[src/rtl/trap_collector.sv]
// Collects exception causes at IF/ID/EX/MEM, carries them down the pipeline with
// each instruction, and resolves one exception, interrupt or mret report at MEM.
module trap_collector #(
  parameter logic [31:0] RESET_PC    = 32'h0000_0000,
  parameter int          BUSY_CYCLES = 2
) (
  input  logic        clk,
  input  logic        rst,
  input  logic        if_valid,
  input  logic [31:0] if_pc,
  input  logic        if_access_fault,
  input  logic        id_illegal,
  input  logic        id_ebreak,
  input  logic        id_ecall,
  input  logic        id_mret,
  input  logic        ex_ld_misaligned,
  input  logic        ex_st_misaligned,
  input  logic        l_access_fault_in,
  input  logic        s_access_fault_in,
  input  logic        stall_FD,
  input  logic        stall_DE,
  input  logic        stall_EM,
  input  logic        flush_FD,
  input  logic        flush_DE,
  input  logic        flush_EM,
  input  logic        trap_flush,
  input  logic        mstatus_mie,
  input  logic        ext_irq,
  output logic        illegal_inst,
  output logic        l_access_fault,
  output logic        s_access_fault,
  output logic        ecall_m,
  output logic        mret,
  output logic        interrupt,
  output logic [31:0] trap_cause,
  output logic [31:0] trap_pc
);

  localparam int BW = (BUSY_CYCLES < 1) ? 1 : $clog2(BUSY_CYCLES + 1);

  typedef struct packed {
    logic        valid;
    logic        exc;
    logic [3:0]  code;
    logic        mret;
    logic [31:0] pc;
  } rec_t;

  localparam rec_t REC_RESET = '{valid: 1'b0, exc: 1'b0, code: 4'd0, mret: 1'b0, pc: RESET_PC};

  function automatic rec_t bubble(input rec_t r);
    rec_t b;
    b       = r;
    b.valid = 1'b0;
    b.exc   = 1'b0;
    b.mret  = 1'b0;
    return b;
  endfunction

  rec_t          d_q, e_q, m_q;
  rec_t          d_next, e_next, m_next;
  logic [BW-1:0] busy_q;
  logic          sync1_q, sync2_q, sync3_q, irq_pend_q;
  logic          irq_rise, rpt_irq, rpt_exc, rpt_accept;
  logic [3:0]    rpt_code;

  always_comb begin : stage_load
    // NOTE: every signal driven here gets a full default first, so no path can infer a latch.
    d_next = '{valid: if_valid, exc: if_access_fault, code: 4'd1, mret: 1'b0, pc: if_pc};

    // The oldest cause wins: later stages only annotate records that are still clean.
    e_next = d_q;
    if (!d_q.exc) begin
      if (id_illegal) begin
        e_next.exc  = 1'b1;
        e_next.code = 4'd2;
      end else if (id_ebreak) begin
        e_next.exc  = 1'b1;
        e_next.code = 4'd3;
      end else if (id_ecall) begin
        e_next.exc  = 1'b1;
        e_next.code = 4'd11;
      end else if (id_mret) begin
        e_next.mret = 1'b1;
      end
    end
    if (stall_FD) e_next = bubble(d_q);

    m_next = e_q;
    if (!e_q.exc) begin
      if (ex_ld_misaligned) begin
        m_next.exc  = 1'b1;
        m_next.code = 4'd4;
      end else if (ex_st_misaligned) begin
        m_next.exc  = 1'b1;
        m_next.code = 4'd6;
      end
    end
    if (stall_DE) m_next = bubble(e_q);
  end

  always_ff @(posedge clk or posedge rst) begin : stage_regs
    // NOTE: all sequential state uses non-blocking assignments so every register samples pre-edge values.
    if (rst) begin
      d_q <= REC_RESET;
      e_q <= REC_RESET;
      m_q <= REC_RESET;
    end else begin
      if (trap_flush || flush_FD) d_q <= bubble(d_q);
      else if (!stall_FD)         d_q <= d_next;

      if (trap_flush || flush_DE) e_q <= bubble(e_q);
      else if (!stall_DE)         e_q <= e_next;

      if (trap_flush || flush_EM) m_q <= bubble(m_q);
      else if (!stall_EM)         m_q <= m_next;
    end
  end

  always_comb begin : resolve
    rpt_irq        = 1'b0;
    rpt_exc        = 1'b0;
    rpt_code       = 4'd0;
    illegal_inst   = 1'b0;
    l_access_fault = 1'b0;
    s_access_fault = 1'b0;
    ecall_m        = 1'b0;
    mret           = 1'b0;
    interrupt      = 1'b0;
    trap_cause     = 32'd0;
    trap_pc        = m_q.pc;

    if (m_q.valid && busy_q == '0) begin
      if (irq_pend_q && mstatus_mie) begin
        rpt_irq = 1'b1;
      end else if (m_q.exc) begin
        rpt_exc  = 1'b1;
        rpt_code = m_q.code;
      end else if (l_access_fault_in) begin
        rpt_exc  = 1'b1;
        rpt_code = 4'd5;
      end else if (s_access_fault_in) begin
        rpt_exc  = 1'b1;
        rpt_code = 4'd7;
      end else if (m_q.mret) begin
        mret = 1'b1;
      end
    end

    if (rpt_irq) begin
      interrupt  = 1'b1;
      trap_cause = 32'h8000_000B;
    end else if (rpt_exc) begin
      trap_cause = {28'd0, rpt_code};
      case (rpt_code)
        4'd2, 4'd3:       illegal_inst   = 1'b1;
        4'd11:            ecall_m        = 1'b1;
        4'd1, 4'd4, 4'd5: l_access_fault = 1'b1;
        4'd6, 4'd7:       s_access_fault = 1'b1;
        default:          ;
      endcase
    end
  end

  // A report is consumed only on a cycle where M advances; while M is held it stays visible.
  assign rpt_accept = (rpt_irq | rpt_exc) & ~stall_EM;
  assign irq_rise   = sync2_q & ~sync3_q;

  always_ff @(posedge clk or posedge rst) begin : irq_busy_regs
    if (rst) begin
      sync1_q    <= 1'b0;
      sync2_q    <= 1'b0;
      sync3_q    <= 1'b0;
      irq_pend_q <= 1'b0;
      busy_q     <= '0;
    end else begin
      sync1_q <= ext_irq;
      sync2_q <= sync1_q;
      sync3_q <= sync2_q;

      if (irq_rise)                  irq_pend_q <= 1'b1;
      else if (rpt_irq && rpt_accept) irq_pend_q <= 1'b0;

      if (rpt_accept)        busy_q <= BW'(BUSY_CYCLES);
      else if (busy_q != '0) busy_q <= busy_q - BW'(1);
    end
  end

endmodule

[config.mk]
export PLATFORM = sky130hd
export DESIGN_NAME = trap_collector
export DESIGN_NICKNAME = d
export VERILOG_FILES = /design/src/rtl/trap_collector.sv
export SDC_FILE = /design/constraint.sdc
export NUM_CORES = 1
export LEC_CHECK = 0
export ABC_AREA = 0
export CAP_MARGIN = 20
export CORE_UTILIZATION = 55
export DETAILED_ROUTE_END_ITERATION = 10
export DONT_BUFFER_PORTS = 1
export PLACE_DENSITY = 0.84
export SLEW_MARGIN = 20
export SYNTH_ARGS = -nofsm -noshare
export SYNTH_HDL_FRONTEND = slang
export SYNTH_SLANG_ARGS = --single-unit
export TNS_END_PERCENT = 20
[constraint.sdc]
create_clock -name clk -period 3.5 [get_ports clk]
set_input_delay 0.525 -clock clk [delete_from_list [all_inputs] [get_ports clk]]
set_output_delay 0.525 -clock clk [all_outputs]
set_load 0.01 [all_outputs]
==> results.md <==
- Total Neg Setup Slack: 0 ns
- Pin count of the biggest net entering global routing: 54
- Horiz. Die Dim: 99.1 um
- Most used DFF post-synth: dfrtp_1
- Buffer type at the clock tree root: clkbuf_8
- Post-route design area: 5580 sq um
- Highest clock rate: 404 MHz
- Number of synthesis warnings: 0
- Int Pwr: 3.03 mW
- Gates resized, CTS repair: 0
- Maximum clock skew at final layout: 0.00505 ns
- Setup bufs post-CTS: 0
- Count of TritonRoute iterations in the first routing pass: 4
- Post-Syn Area per Cell: 9.99 sq um
- Status: finished, final reports clean
- Max Fanout on Critical Path: 6
- Wire length per cell: 15.3 um
- Starting Density: 56.4%
- Cell class contributing the biggest share of worst-path delay: simple AND/OR/NAND/NOR gates
- Slew at the pin closest to its max-slew limit: 0.531 ns
- Sequential share of power: 45.6%
- Final standard cell count with taps included and fillers excluded: 614
- IO Pins: 123
- Path category of the worst min-delay check: primary input to flop
- Overall Power: 4.06 mW
- Count of unresolved DRC violations after routing: 0
- Antenna violations before repair: 0
- Worst-case headroom to the max-slew limit: 64.2%
- Placed cell count: 580
- Power density over the cells: 727 nW/um^2
- Register area share after synthesis: 57.0%
- Number of instances in the synthesized netlist: 519
- Share of the synthesized area in the top cell type: 57.0%
- Final antenna diode count: 0
- ANT nets after route: 0
- Instance area after placement: 4920 sq um
- Post-synth cell types: 42
- Count of pins over their slew limit: 0
- Via count of the first global-routing pass: 3143
- Port bufs: 0
- Rows: 35
- Number of nets in the layout: 544
- Depth of the CTS H-tree: 4
- Switching part of the total power: 25.2%
- Vias post-DR: 3222
- Routed via count divided by cell count: 5.25
- Unrepaired setup endpoints after global routing: false
- Register bit total from synthesis: 118
- Share of flip-flops with an asynchronous set or reset after synthesis: 100%
- Summed instance area of the synthesized netlist: 5180 sq um
- Maximum vdd ir drop: 0.000450 V
- List of most frequent post-synthesis cells: nand2_1 (208), dfrtp_1 (118), buf_4 (63), mux2_2 (30), buf_2 (14)
- Largest stage delay on the critical path: 0.52 ns
- Cell with the biggest individual delay on the critical path: nor4_1
- Worst hold path depth: 0
- Clock tree sinks: 118
- Maxcap violations: 0
- Setup Viol. Count Final: 0
- Number of hold-slack violations in the final timing report: 0
- Core Region: 9200 sq um
- Final weighted congestion of routability-driven global placement: 0.771
- Top area cells in the synthesized netlist: dfrtp_1 (57%), nand2_1 (15%), buf_4 (9.1%)
- Overall die area: 9820 sq um
- Top-count cell post-synth: nand2_1
- Share of the clock period used by the worst path after layout: 70.7%
- Buf/Inv on CP: 1
- Overall routed net length: 9420 um
- Proportion of layout cells with a drive suffix above 1: 15.1%
- Switching power total: 1.02 mW
- Post-synthesis cell type with the largest combined area: dfrtp_1
- Bufs on Longest Clock Path: 2
- HPWL after detailed placement: 6010 um
- Clock share of power: 44.6%
- Reported leakage power: 2.78 nW
- TritonCTS clock tree: done
- Clock-pin transition on the worst setup and hold timing paths: 0.06 ns
- Cell chain of the critical path: inv_1 > ha_1 > nand3_1 > nor4_1
- Global-route wire length before repair: 15200 um
- Starting DRC count in detailed routing: 125
- Gate power share: 9.7%
- R2R depth: 3
- Type of destination of the critical path: output pin
- Skew-Pair Late Insertion Delay: 0.49 ns
- Layout overhead on the synthesized area: 7.60%
- Worst Slack Setup Final: 1.02 ns
- Die Ht: 99.1 um
- TritonCTS Buffers: 17
- Residual overflow from global routing: 0
- Arrival time of data at the critical path endpoint: 1.95 ns
- Total routing usage reported by global routing: 20.2%
- Min Tclk post-route: 2.48 ns
- Total stage count of the critical path: 4
- Worst Path Class, Setup: flop to output pin
- Placement Setup Slack: 1.53 ns
- Required time of the critical path: 2.97 ns
- Number of flops mapped to enable cells by yosys: 0
- Kind of start point of the critical path: flop
==> per-layer routing <==
layer,global-route usage [%],vias up,part of all wire [%],wire [um]
met1,24.1,1549,42,3930
met3,8.23,10,8.9,842
li1,-,1532,-,-
met4,7.35,0,1.1,101
met5,0,-,0,0
met2,33.3,131,48,4550
==> kinds of logic (layout without fill, tap and decap cells) <==
| family | after synthesis | in the layout | share of synthesized area (%) |
|---|---|---|---|
| other | 1 | 27 | 0.0723 |
| flip-flops | 118 | 118 | 57.0 |
| multiplexers | 34 | 34 | 7.34 |
| AND/OR/NAND/NOR | 246 | 246 | 19.5 |
| AO/OA/AOI/OAI | 30 | 30 | 4.13 |
| buffers and inverters | 88 | 46 | 11.6 |
| adder cells (fa/ha/maj) | 1 | 1 | 0.241 |
| XOR/XNOR | 1 | 1 | 0.169 |
==> power by group through the flow <==
stage               logic (mW)  registers [mW]  clock network [mW]
floorplan                0.538            1.77                   0
CTS                      0.400            1.86                1.85
detailed placement       0.396            1.87                   0
global route             0.457            1.89                1.90
finish                   0.395            1.85                1.81
global placement         0.368            1.86                   0
==> cell usage in the layout, fill, tap and decap left out, types with 4 or more instances in the layout <==
master     count
nor3_1        11
clkbuf_8       4
dfrtp_1      118
conb_1        27
nand2_1      208
bufinv_16      4
buf_4          5
clkbuf_16     16
nor2_1         8
inv_1          5
mux2_2        30
a21oi_1       10
==> stage by stage <==
stage / hold WS, ns / util [%]
after floorplan: 0.331 / -
after global placement: 0.342 / 53.5
after detailed placement: 0.358 / 53.5
after CTS: 0.0362 / 60.3
after global routing: 0.0318 / 60.7
final: 0.0614 / 60.7
==> flip-flops by register name (all words and copies together), names as in the netlist <==
name and flops:
e_q 38, d_q 35, trap_pc 32, m_q 7
busy_q 2, irq_pend_q 1, sync1_q 1, sync2_q 1
sync3_q 1
==> final cells by class <==
| type | count | area [sq um] |
|---|---|---|
| fill | 753 | 3620 |
| clock buffer | 21 | 459 |
| inverter | 6 | 26.3 |
| clock inverter | 11 | 171 |
| tap | 111 | 139 |
| timing repair buffer | 8 | 87.6 |
| sequential | 118 | 2950 |
| multi-input combinational | 339 | 1740 |
==> worst register-to-register path: stages (launching register included) <==
cell,delay [ns]
dfrtp_1,0.47
nor3_1,0.40
nand2_1,0.14
a41o_1,0.26
==> what timing repair did <==
| action | CTS | global route |
|---|---|---|
| hold buffers | 0 | 1 |
| endpoints found under the hold margin | 0 | 8 |
| setup endpoints to repair | 0 | 0 |
==> path summary, 6_finish.rpt <==
| path | startpoint | to | slack (ns) |
|---|---|---|---|
| worst max-delay path | busy_q[0]$_DFFE_PP0P_ | ecall_m | 1.02 |
| worst min-delay path | ext_irq | sync1_q$_DFF_PP0_ | 0.06 |
| worst max register to register | m_q[37]$_DFFE_PP0P_ | busy_q[1]$_DFFE_PP0P_ | 2.11 |
| worst min register to register | sync1_q$_DFF_PP0_ | sync2_q$_DFF_PP0_ | 0.37 |
| max in group asynchronous | rst | e_q[10]$_DFFE_PP0P_ | 2.24 |
| min in group asynchronous | rst | trap_pc[25]$_DFFE_PP0P_ | 0.46 |
(Power assumes the default switching activity.)
